### src/rtl/axi_injector_pkg.sv
// Shared AXI response encodings and FSM state types for the burst injector.
package axi_injector_pkg;

  typedef enum logic [1:0] {
    RESP_OKAY   = 2'd0,
    RESP_EXOKAY = 2'd1,
    RESP_SLVERR = 2'd2,
    RESP_DECERR = 2'd3
  } axi_resp_t;

  typedef enum logic [1:0] {
    WR_IDLE = 2'd0,
    WR_ADDR = 2'd1,
    WR_DATA = 2'd2
  } wr_state_t;

  typedef enum logic {
    RD_IDLE = 1'b0,
    RD_ADDR = 1'b1
  } rd_state_t;

endpackage

### src/rtl/injector_fifo.sv
// Expectation FIFO holding {base, len} of issued read bursts, popped on rlast.
module injector_fifo #(
  parameter int WIDTH = 40,
  parameter int DEPTH = 4
) (
  input  logic             clk,
  input  logic             rst,
  input  logic             push,
  input  logic [WIDTH-1:0] push_data,
  input  logic             pop,
  output logic [WIDTH-1:0] head,
  output logic             empty
);
  localparam int PTR_W = (DEPTH > 1) ? $clog2(DEPTH) : 1;
  localparam int CNT_W = $clog2(DEPTH + 1);

  logic [WIDTH-1:0] mem [DEPTH];
  logic [PTR_W-1:0] rd_ptr, wr_ptr;
  logic [CNT_W-1:0] count;
  logic             full, do_push, do_pop;

  assign empty   = (count == '0);
  assign full    = (count == CNT_W'(DEPTH));
  assign do_push = push && !full;
  assign do_pop  = pop && !empty;
  assign head    = mem[rd_ptr];

  function automatic logic [PTR_W-1:0] next_ptr(input logic [PTR_W-1:0] ptr);
    return (ptr == PTR_W'(DEPTH - 1)) ? '0 : ptr + PTR_W'(1);
  endfunction

  always_ff @(posedge clk) begin
    if (do_push) mem[wr_ptr] <= push_data;
  end

  always_ff @(posedge clk) begin
    if (rst) begin
      rd_ptr <= '0;
      wr_ptr <= '0;
      count  <= '0;
    end else begin
      if (do_push) wr_ptr <= next_ptr(wr_ptr);
      if (do_pop)  rd_ptr <= next_ptr(rd_ptr);
      case ({do_push, do_pop})
        2'b10:   count <= count + CNT_W'(1);
        2'b01:   count <= count - CNT_W'(1);
        default: count <= count;
      endcase
    end
  end
endmodule

### src/rtl/axi_burst_injector.sv
// AXI INCR burst generator: writes an address-derived pattern and checks it on reads.
// Handshake: a transfer happens on a rising edge where valid and ready are both high.
module axi_burst_injector
  import axi_injector_pkg::*;
#(
  parameter int ADDR_WIDTH      = 32,
  parameter int DATA_WIDTH      = 256,
  parameter int MAX_OUTSTANDING = 4
) (
  input  logic                  aclock,
  input  logic                  areset,
  input  logic                  cmd_valid,
  output logic                  cmd_ready,
  input  logic                  cmd_write,
  input  logic [ADDR_WIDTH-1:0] cmd_addr,
  input  logic [7:0]            cmd_len,
  output logic [ADDR_WIDTH-1:0] awaddr,
  output logic [7:0]            awlen,
  output logic                  awvalid,
  input  logic                  awready,
  output logic [DATA_WIDTH-1:0] wdata,
  output logic                  wlast,
  output logic                  wvalid,
  input  logic                  wready,
  input  logic [1:0]            bresp,
  input  logic                  bvalid,
  output logic                  bready,
  output logic [ADDR_WIDTH-1:0] araddr,
  output logic [7:0]            arlen,
  output logic                  arvalid,
  input  logic                  arready,
  input  logic [DATA_WIDTH-1:0] rdata,
  input  logic [1:0]            rresp,
  input  logic                  rlast,
  input  logic                  rvalid,
  output logic                  rready,
  output logic                  busy,
  output logic [15:0]           mismatch_count,
  output logic                  resp_error,
  output logic [1:0]            wr_state,
  output logic                  rd_state
);
  localparam int BYTES     = DATA_WIDTH / 8;
  localparam int LOG_BYTES = $clog2(BYTES);
  localparam int WORDS     = DATA_WIDTH / 32;
  localparam int OUT_W     = $clog2(MAX_OUTSTANDING + 2);
  localparam int ENTRY_W   = ADDR_WIDTH + 8;

  function automatic logic [DATA_WIDTH-1:0] beat_pattern(input logic [ADDR_WIDTH-1:0] addr);
    logic [31:0] word;
    word = 32'(addr);
    return {WORDS{word}};
  endfunction

  function automatic logic [ADDR_WIDTH-1:0] beat_addr(input logic [ADDR_WIDTH-1:0] base,
                                                      input logic [7:0] idx);
    return base + (ADDR_WIDTH'(idx) << LOG_BYTES);
  endfunction

  wr_state_t             wr_q, wr_d;
  rd_state_t             rd_q, rd_d;
  logic [ADDR_WIDTH-1:0] wr_base, rd_base, aligned, head_base;
  logic [7:0]            wr_len, rd_len, wr_beat, r_beat, head_len;
  logic [OUT_W-1:0]      outstanding, out_sum;
  logic [1:0]            inc, dec;
  logic [ENTRY_W-1:0]    head;
  logic                  fifo_empty, cmd_fire, aw_fire, w_fire, b_fire, ar_fire, r_fire, r_done;

  assign aligned  = cmd_addr & ~ADDR_WIDTH'(BYTES - 1);
  assign cmd_ready = !areset && (outstanding < OUT_W'(MAX_OUTSTANDING)) &&
                     (cmd_write ? (wr_q == WR_IDLE) : (rd_q == RD_IDLE));
  assign cmd_fire = cmd_valid && cmd_ready;
  assign aw_fire  = awvalid && awready;
  assign w_fire   = wvalid && wready;
  assign b_fire   = bvalid && bready;
  assign ar_fire  = arvalid && arready;
  assign r_fire   = rvalid && rready;
  assign r_done   = r_fire && rlast && !fifo_empty;
  assign bready   = !areset;
  assign rready   = !areset;
  assign busy     = (wr_q != WR_IDLE) || (rd_q != RD_IDLE) || (outstanding != '0);
  assign wr_state = wr_q;
  assign rd_state = rd_q;

  always_ff @(posedge aclock) begin
    if (areset) begin
      wr_q <= WR_IDLE;
      rd_q <= RD_IDLE;
    end else begin
      wr_q <= wr_d;
      rd_q <= rd_d;
    end
  end

  always_comb begin
    wr_d = wr_q;
    case (wr_q)
      WR_IDLE: if (cmd_fire && cmd_write) wr_d = WR_ADDR;
      WR_ADDR: if (aw_fire) wr_d = WR_DATA;
      WR_DATA: if (w_fire && wlast) wr_d = WR_IDLE;
      default: wr_d = WR_IDLE;
    endcase
    rd_d = rd_q;
    case (rd_q)
      RD_IDLE: if (cmd_fire && !cmd_write) rd_d = RD_ADDR;
      RD_ADDR: if (ar_fire) rd_d = RD_IDLE;
      default: rd_d = RD_IDLE;
    endcase
  end

  // Valids are gated by reset so nothing leaves the block while areset is high.
  always_comb begin
    awvalid = !areset && (wr_q == WR_ADDR);
    awaddr  = wr_base;
    awlen   = wr_len;
    wvalid  = !areset && (wr_q == WR_DATA);
    wdata   = beat_pattern(beat_addr(wr_base, wr_beat));
    wlast   = (wr_beat == wr_len);
    arvalid = !areset && (rd_q == RD_ADDR);
    araddr  = rd_base;
    arlen   = rd_len;
  end

  always_ff @(posedge aclock) begin
    if (areset) begin
      wr_base <= '0;
      wr_len  <= '0;
      wr_beat <= '0;
      rd_base <= '0;
      rd_len  <= '0;
    end else begin
      if (cmd_fire && cmd_write) begin
        wr_base <= aligned;
        wr_len  <= cmd_len;
      end
      if (cmd_fire && !cmd_write) begin
        rd_base <= aligned;
        rd_len  <= cmd_len;
      end
      if (aw_fire)     wr_beat <= '0;
      else if (w_fire) wr_beat <= wr_beat + 8'd1;
    end
  end

  // AW and AR may complete together, as may B and a final R beat.
  assign inc     = {1'b0, aw_fire} + {1'b0, ar_fire};
  assign dec     = {1'b0, b_fire} + {1'b0, r_done};
  assign out_sum = outstanding + OUT_W'(inc);

  always_ff @(posedge aclock) begin
    if (areset)                     outstanding <= '0;
    else if (OUT_W'(dec) > out_sum) outstanding <= '0;
    else                            outstanding <= out_sum - OUT_W'(dec);
  end

  injector_fifo #(.WIDTH(ENTRY_W), .DEPTH(MAX_OUTSTANDING)) u_fifo (
    .clk       (aclock),
    .rst       (areset),
    .push      (ar_fire),
    .push_data ({rd_base, rd_len}),
    .pop       (r_done),
    .head      (head),
    .empty     (fifo_empty)
  );

  assign {head_base, head_len} = head;

  // Beat index parks at the burst length if a slave sends more beats than requested.
  always_ff @(posedge aclock) begin
    if (areset) begin
      r_beat         <= '0;
      mismatch_count <= '0;
      resp_error     <= 1'b0;
    end else begin
      if (b_fire && (bresp != RESP_OKAY)) resp_error <= 1'b1;
      if (r_fire && ((rresp != RESP_OKAY) || fifo_empty)) resp_error <= 1'b1;
      if (r_fire && !fifo_empty) begin
        if ((rdata != beat_pattern(beat_addr(head_base, r_beat))) &&
            (mismatch_count != 16'hFFFF))
          mismatch_count <= mismatch_count + 16'd1;
        if (rlast)                    r_beat <= '0;
        else if (r_beat != head_len)  r_beat <= r_beat + 8'd1;
      end
    end
  end
endmodule

### config.mk
export PLATFORM = sky130hd
export DESIGN_NAME = axi_burst_injector
export DESIGN_NICKNAME = d
export VERILOG_FILES = /design/src/rtl/axi_injector_pkg.sv /design/src/rtl/injector_fifo.sv /design/src/rtl/axi_burst_injector.sv
export SDC_FILE = /design/constraint.sdc
export NUM_CORES = 1
export LEC_CHECK = 0
export ABC_AREA = 1
export ABC_CLOCK_PERIOD_IN_PS = 9700
export BUFFER_PORTS_ARGS = -buffer_cell sky130_fd_sc_hd__buf_2
export CAP_MARGIN = 20
export CORE_AREA = 8 8 260 262
export CTS_BUF_LIST = sky130_fd_sc_hd__clkbuf_8
export DETAILED_ROUTE_END_ITERATION = 8
export DIE_AREA = 0 0 268 270
export PLACE_DENSITY = 0.53
export RECOVER_POWER = 100
export REMOVE_ABC_BUFFERS = 1
export SYNTH_ARGS = -nofsm -noshare
export SYNTH_HDL_FRONTEND = slang
export SYNTH_SLANG_ARGS = --single-unit
### constraint.sdc
create_clock -name aclock -period 9.7 [get_ports aclock]
set_input_delay 0.97 -clock aclock [delete_from_list [all_inputs] [get_ports aclock]]
set_output_delay 0.97 -clock aclock [all_outputs]
set_load 0.01 [all_outputs]
# Word level (Yosys, flattened, before mapping)
# Memories as Yosys holds them, arrays and structs flattened. A register that Yosys moved wholly into a read port is not among the register bits.
# Cells that the tools add are included.
totals:
  input_bits: 310
  ram_bits: 140
  elab_cells: 107
  rom_bits: 0
  mem_count: 1
  regBits: 116
  latch_bits: 0
mem_list:
  columns: ["name", "words", "width", "rd", "rd_ports_with_merged_regs", "write_ports", "line", "text"]
  rows:
  - ["u_fifo.mem", 4, 35, 1, 1, 1, "injector_fifo.sv:17", "logic [WIDTH-1:0] mem [DEPTH];"]
classes:
  bitwise_logic: 1
  n_shift: 0
  n_mul: 0
  n_eq_ne: 14
  n_lt_le_gt_ge: 2
  n_addsub: 13
  mux: 19
  reduce_logical: 43
  div_mod_pow: 0
op_table:
  columns: ["op", "n"]
  rows:
  - ["$ne 256x256->1", 1]
  - ["$add 32x13->32", 2]
  - ["$logic_and 1x1->1", 22]
  - ["$add 16x1->16 const B", 1]
  - ["$add 8x1->8 const B", 2]
  - ["$mux 8", 2]
  - ["$ne 16x16->1 const B", 1]
  - ["$mux 2", 7]
  - ["$reduce_bool 2->1", 6]
  - ["$eq 2x2->1 const B", 4]
  - ["$eq 8x8->1", 1]
  - ["$ne 8x8->1", 1]
  - ["$mux 1", 7]
  - ["$pmux 2 s3", 1]
  - ["$pmux 3 s2", 1]
  - ["$add 1x1->2", 2]
  - ["$add 2x1->2 const B", 2]
  - ["$eq 2x1->1 const B", 2]
  - ["$logic_not 1->1", 4]
  - ["$ne 2x2->1 const B", 2]
  - ["$reduce_and 2->1", 2]
  - ["$reduce_or 2->1", 2]
  - ["$add 3x1->3 const B", 1]
  - ["$add 3x2->3", 1]
  - ["13 further kinds", 15]

# Depth between registers and ports, before layout
logic_depth:
  depth_word: 7
  depth_mapped: 35
  depth_no_buf: 29

# By module
# From an unflattened synthesis, not the netlist that was laid out.
hier_totals:
  hier_cells: 3293
  area_unflattened_um2: 21747.1
by_module_without_submodules:
  columns: ["mod", "n_inst", "cells_each", "area_each_um2"]
  rows:
  - ["axi_burst_injector", 1, 2836, 15193.3]
  - ["injector_fifo", 1, 457, 6553.8]

# Worst setup path before layout
# No wires, ideal clock.
synth_path:
  path_kind: "reg2out"
  startpoint: "register wr_base[5] (netlist: awaddr[5])"
  endpoint: "output wdata[127]"
  t_arrival_ns: 3.290
  path_stages_with_launch: 18
  slack_ns: 5.440
  cell_sequence: "dfxtp_1 -> ha_1 -> inv_1 -> fa_1 -> inv_1 -> a31oi_1 -> o21ai_0 -> nand3_1 -> nand2_1 -> nand3_1 -> nor2_1 -> nand4_1 -> nor2_1 -> nand2_1 -> nor3_1 -> nand4_1 -> xor2_1 -> buf_4"
synth_via:
  elab_chain_cells: 1
synth_rtl:
  columns: ["element", "line", "text"]
  rows:
  - ["start: declaration", "axi_burst_injector.sv:62", "logic [ADDR_WIDTH-1:0] wr_base, rd_base, aligned, head_base;"]
  - ["start signal: assignment", "axi_burst_injector.sv:133", "wr_base <= aligned;"]
  - ["$add 32x13->32", "axi_burst_injector.sv:57", "return base + (ADDR_WIDTH'(idx) << LOG_BYTES);"]
  - ["end: declaration", "axi_burst_injector.sv:21", "output logic [DATA_WIDTH-1:0] wdata,"]
# Every way passes these cells.

==> report_table.html <==
<table>
<tr><th>Metric</th><th>Value</th></tr>
<tr><th colspan="2">Clock network</th></tr>
<tr><td>H-tree levels</td><td>2</td></tr>
<tr><td>Cts-stage hold buffer count</td><td>0</td></tr>
<tr><td>CTS max path bufs</td><td>3</td></tr>
<tr><td>Post-CTS Repair Setup Buffers</td><td>0</td></tr>
<tr><td>Clock sink count</td><td>258</td></tr>
<tr><td>CTS clock-pin slew for the worst setup and hold paths</td><td>0.06 ns</td></tr>
<tr><td>Number of gates resized after cts</td><td>0</td></tr>
<tr><td>Number of CTS-inserted buffers</td><td>44</td></tr>
<tr><td>TritonCTS clock tree</td><td>built</td></tr>
<tr><td>Clock root buffer</td><td>sky130_fd_sc_hd__clkbuf_8</td></tr>
<tr><td>Worst-Skew Late Latency</td><td>0.58 ns</td></tr>
<tr><th colspan="2">STA</th></tr>
<tr><td>Clock Skews</td><td>0.02163 ns</td></tr>
<tr><td>Fmax achieved</td><td>137.7 MHz</td></tr>
<tr><td>Final number of setup-violating endpoints</td><td>0</td></tr>
<tr><td>Worst setup margin</td><td>2.440 ns</td></tr>
<tr><td>Crit path time final</td><td>7.260 ns</td></tr>
<tr><td>Unrepaired setup endpoints after global routing</td><td>false</td></tr>
<tr><td>Hold Fails Final Rpt</td><td>0</td></tr>
<tr><td>Worst Hold Slack</td><td>0.4715 ns</td></tr>
<tr><td>Final total negative setup slack</td><td>0 ns</td></tr>
<tr><td>Least-Margin Pin Slew</td><td>3.260 ns</td></tr>
<tr><td>Worst slew margin relative to its limit</td><td>-117.3%</td></tr>
<tr><td>Max-slew violation count</td><td>429</td></tr>
<tr><td>Part of the cycle the worst path needs</td><td>74.84%</td></tr>
<tr><th colspan="2">GRT</th></tr>
<tr><td>Top Usage Layer GRT</td><td>met2</td></tr>
<tr><td>GRT met3 Usage</td><td>2.321%</td></tr>
<tr><td>Global route overflow</td><td>0</td></tr>
<tr><td>Vias in the first global route</td><td>15.76k</td></tr>
<tr><td>Global-route wire length before repair</td><td>89990 um</td></tr>
<tr><td>Pin count of the biggest net entering global routing</td><td>72</td></tr>
<tr><td>Met1 usage</td><td>20.20%</td></tr>
<tr><td>Met2 demand-to-capacity share in global routing</td><td>27.10%</td></tr>
<tr><td>Total global-route track usage</td><td>15.63%</td></tr>
<tr><td>Antenna violations before repair</td><td>4</td></tr>
<tr><th colspan="2">Worst setup path</th></tr>
<tr><td>Crit path launch type</td><td>flop</td></tr>
<tr><td>Signal arrival time at the worst endpoint</td><td>7.68 ns</td></tr>
<tr><td>R2R depth</td><td>28</td></tr>
<tr><td>Most common cell on crit path</td><td>sky130_fd_sc_hd__nand2_1</td></tr>
<tr><td>FF-to-FF setup slack</td><td>2.44 ns</td></tr>
<tr><td>R2R Path End</td><td>mismatch_count[0]</td></tr>
<tr><td>Stage delay of the slowest cell on the critical path</td><td>1.35 ns</td></tr>
<tr><td>Critical Path RT</td><td>10.12 ns</td></tr>
<tr><td>Category of the critical setup timing path</td><td>reg -&gt; reg</td></tr>
<tr><td>Maximum fanout along the worst path</td><td>40</td></tr>
<tr><td>Type of element capturing the critical path</td><td>flop</td></tr>
<tr><td>Slowest CP cell</td><td>sky130_fd_sc_hd__dfxtp_1</td></tr>
<tr><th colspan="2">Power and ir drop</th></tr>
<tr><td>IR drop worst, VDD</td><td>0.07689 mV</td></tr>
<tr><td>Flop pwr share</td><td>46.8%</td></tr>
<tr><td>Fraction of power consumed by combinational cells</td><td>15.7%</td></tr>
<tr><td>Sw power</td><td>0.0007565 W</td></tr>
<tr><td>Clock share of power</td><td>37.5%</td></tr>
<tr><td>Static leakage</td><td>8.894 nW</td></tr>
<tr><td>Pwr per Cell Area</td><td>129.8 nW/um^2</td></tr>
<tr><td>Switching fraction of total power</td><td>29.04%</td></tr>
<tr><td>Internal power contribution</td><td>0.001848 W</td></tr>
<tr><th colspan="2">Floorplan</th></tr>
<tr><td>Initial core utilization</td><td>27.15%</td></tr>
<tr><td>Standard-cell rows</td><td>93</td></tr>
<tr><td>Core Region</td><td>63650 sq um</td></tr>
<tr><td>Height of the die</td><td>270 um</td></tr>
<tr><td>Die area</td><td>72360 sq um</td></tr>
<tr><td>I/O pin count</td><td>674</td></tr>
<tr><td>Die width</td><td>268 um</td></tr>
<tr><th colspan="2">Hold path</th></tr>
<tr><td>Worst Min Path Start</td><td>awaddr[5]</td></tr>
<tr><td>Endpoint of the worst hold path</td><td>awaddr[5]</td></tr>
<tr><td>Hold/Removal Path Class</td><td>reg -&gt; reg</td></tr>
<tr><td>Worst Hold Path Cells</td><td>2</td></tr>
<tr><th colspan="2">Placed design</th></tr>
<tr><td>Routability Congestion</td><td>0.8259</td></tr>
<tr><td>IO Port Bufs</td><td>618</td></tr>
<tr><td>Half-perimeter wire length after placement</td><td>47270 um</td></tr>
<tr><td>Pre-CTS worst setup slack</td><td>3.723 ns</td></tr>
<tr><th colspan="2">Logic synthesis</th></tr>
<tr><td>Post-Syn Area per Cell</td><td>7.211 sq um</td></tr>
<tr><td>Number of instances in the synthesized netlist</td><td>2397</td></tr>
<tr><td>Proportion of synthesized chip area in sequential cells</td><td>37.99%</td></tr>
<tr><td>Number of flip-flops and latches in the synthesized netlist</td><td>258</td></tr>
<tr><td>Number of enable-type register cells in the synthesized netlist</td><td>140</td></tr>
<tr><td>Most common flop cell mapped by yosys</td><td>sky130_fd_sc_hd__edfxtp_1</td></tr>
<tr><td>Dominant cell type by area after synthesis</td><td>sky130_fd_sc_hd__edfxtp_1</td></tr>
<tr><td>Synthesis Warnings</td><td>0</td></tr>
<tr><td>Ranking of synthesized cells by area</td><td>sky130_fd_sc_hd__edfxtp_1 24%, sky130_fd_sc_hd__nand2_1 14%, sky130_fd_sc_hd__dfxtp_1 14%</td></tr>
<tr><td>Post-synthesis instance area</td><td>17280 sq um</td></tr>
<tr><td>Number of library cell types mapped by synthesis</td><td>50</td></tr>
<tr><td>Share of async-settable or async-resettable flops after synthesis</td><td>0%</td></tr>
<tr><td>Area share of the largest cell type after synthesis</td><td>24.32%</td></tr>
<tr><th colspan="2">Status</th></tr>
<tr><td>Failing checks</td><td>max-capacitance violations, max-slew violations</td></tr>
<tr><td>Outcome</td><td>finished, violations left</td></tr>
<tr><th colspan="2">Final layout</th></tr>
<tr><td>Multi-input logic area</td><td>7775 sq um</td></tr>
<tr><td>Share of cells above drive strength 1</td><td>14.91%</td></tr>
<tr><td>Final nets</td><td>3169</td></tr>
<tr><td>Storage element area</td><td>6566 sq um</td></tr>
<tr><td>Layout fillers</td><td>7176</td></tr>
<tr><td>Layout-stage area growth over the synthesis result</td><td>16.12%</td></tr>
<tr><td>Final Util</td><td>31.53%</td></tr>
<tr><th colspan="2">Drt</th></tr>
<tr><td>Number of vias in the routed layout</td><td>15.85k</td></tr>
<tr><td>Drt pass-1 iters</td><td>5</td></tr>
<tr><td>Post-route DRC violation count</td><td>0</td></tr>
<tr><td>Final routed wire length divided by cell count</td><td>16.01 um</td></tr>
<tr><td>Drt total wl</td><td>59490 um</td></tr>
<tr><td>DR iter-0 viols</td><td>758</td></tr>
<tr><td>Antenna violation net count after detailed routing</td><td>0</td></tr>
<tr><td>Avg Vias per Cell</td><td>4.265</td></tr>
<tr><th colspan="2">Job</th></tr>
<tr><td>Max-cap violation count</td><td>9</td></tr>
</table>
## routing by layer
metal  routed length, um  share of wire [%]
met5                  20              0.034
met2               28490                 48
met1               26930                 45
met4                1097                1.8
met3                2953                5.0
## critical path: cells and delay by family (launching register included)
family                   cells  cell delay [ns]
AO/OA/AOI/OAI                2             0.47
flip-flops                   1             1.35
AND/OR/NAND/NOR             20             3.12
buffers and inverters        4             1.50
adder cells (fa/ha/maj)      2             0.60
## how the worst max path moves through the flow
| stage | startpoint | cells past startpoint | slack, ns | endpoint |
|---|---|---|---|---|
| 2_1_floorplan | flop | 24 | 4.83 | mismatch_count[1] |
| 3_3_place_gp | flop | 28 | 3.77 | mismatch_count[0] |
| 3_5_place_dp | flop | 28 | 3.72 | mismatch_count[0] |
| 4_1_cts | flop | 28 | 3.68 | mismatch_count[0] |
| 5_1_grt | flop | 28 | 1.65 | mismatch_count[0] |
| 6_report | flop | 28 | 2.44 | mismatch_count[0] |
## sequential cells by signal (all words and copies together), names as in the netlist, 8 cells and up, named ones only
| register | cells |
|---|---|
| araddr | 27 |
| arlen | 8 |
| awaddr | 27 |
| awlen | 8 |
| mismatch_count | 16 |
| r_beat | 8 |
| u_fifo.mem | 140 |
| wr_beat | 8 |
## logic make-up (layout without fill, tap and decap cells)
kind of cell	count (synthesis)	count (layout)	synth area share, %
flip-flops	258	258	37.99
buffers and inverters	569	981	18.22
AND/OR/NAND/NOR	1196	1196	29.85
AO/OA/AOI/OAI	290	290	8.752
XOR/XNOR	49	49	2.483
other	1	54	0.02170
adder cells (fa/ha/maj)	34	34	2.678
## cell usage in the layout, fill, tap and decap left out, drive strengths merged, types with 110 or more instances in the layout
master    n
edfxtp  140
o21ai   155
nand2   664
inv     286
a21oi   110
clkbuf  372
nor2    251
nand3   186
buf     306
dfxtp   118
## power groups by stage
| stage | clock network (W) | logic [W] | registers [W] |
|---|---|---|---|
| finish | 0.000976 | 0.000408 | 0.00122 |
| global route | 0.00107 | 0.000459 | 0.00123 |
| CTS | 0.00102 | 0.000433 | 0.00122 |
| detailed placement | 0 | 0.000431 | 0.00124 |
| global placement | 0 | 0.000430 | 0.00124 |
| floorplan | 0 | 0.000205 | 0.00124 |
## Yosys cell counts, types with 2 or more instances
cell / count
sky130_fd_sc_hd__nand4_4: 2
sky130_fd_sc_hd__o21bai_1: 2
sky130_fd_sc_hd__o21ai_0: 145
sky130_fd_sc_hd__buf_2: 8
sky130_fd_sc_hd__a211oi_1: 4
sky130_fd_sc_hd__nor2_2: 9
sky130_fd_sc_hd__nand2_2: 18
sky130_fd_sc_hd__edfxtp_1: 140
sky130_fd_sc_hd__a31oi_1: 2
sky130_fd_sc_hd__buf_6: 9
sky130_fd_sc_hd__o22ai_1: 9
sky130_fd_sc_hd__a2111oi_0: 2
sky130_fd_sc_hd__a21oi_1: 110
sky130_fd_sc_hd__dfxtp_1: 118
sky130_fd_sc_hd__ha_1: 29
sky130_fd_sc_hd__nor4_1: 11
sky130_fd_sc_hd__fa_1: 5
sky130_fd_sc_hd__buf_4: 245
sky130_fd_sc_hd__nor3b_1: 2
sky130_fd_sc_hd__clkbuf_1: 31
sky130_fd_sc_hd__nor2_4: 5
sky130_fd_sc_hd__or4_1: 2
sky130_fd_sc_hd__o21ai_1: 9
sky130_fd_sc_hd__a32oi_1: 3
sky130_fd_sc_hd__nor3_1: 31
sky130_fd_sc_hd__buf_1: 2
sky130_fd_sc_hd__inv_2: 4
sky130_fd_sc_hd__nand4_1: 27
sky130_fd_sc_hd__xnor2_1: 8
sky130_fd_sc_hd__nor2_1: 237
sky130_fd_sc_hd__nand3_1: 177
sky130_fd_sc_hd__nand2_4: 5
sky130_fd_sc_hd__nand3b_1: 8
sky130_fd_sc_hd__inv_1: 267
sky130_fd_sc_hd__nand2_1: 641
sky130_fd_sc_hd__or3_1: 3
sky130_fd_sc_hd__nand3_2: 9
sky130_fd_sc_hd__xor2_1: 41
sky130_fd_sc_hd__or2_2: 6
## layout make-up
| type | instances | share of cell area, % |
|---|---|---|
| repair buffers | 629 | 13.71 |
| inverters | 273 | 5.131 |
| well taps | 855 | 5.330 |
| diodes | 4 | 0.04987 |
| multi-input cells | 1619 | 38.74 |
| clock inverters | 30 | 0.9663 |
| flip-flops and latches | 258 | 32.72 |
| clock buffers | 49 | 3.360 |
## per-stage QoR
stage | std cells | instance area, sq um | total power (W)
final | 3717 | 20070 | 0.002605
after global routing | 3716 | 20070 | 0.002754
after floorplan | 2150 | 15350 | 0.001443
after CTS | 3713 | 20500 | 0.002677
after detailed placement | 3634 | 19640 | 0.001675
after global placement | 3634 | 19640 | 0.001673
Power figures use the tool's default switching activity.
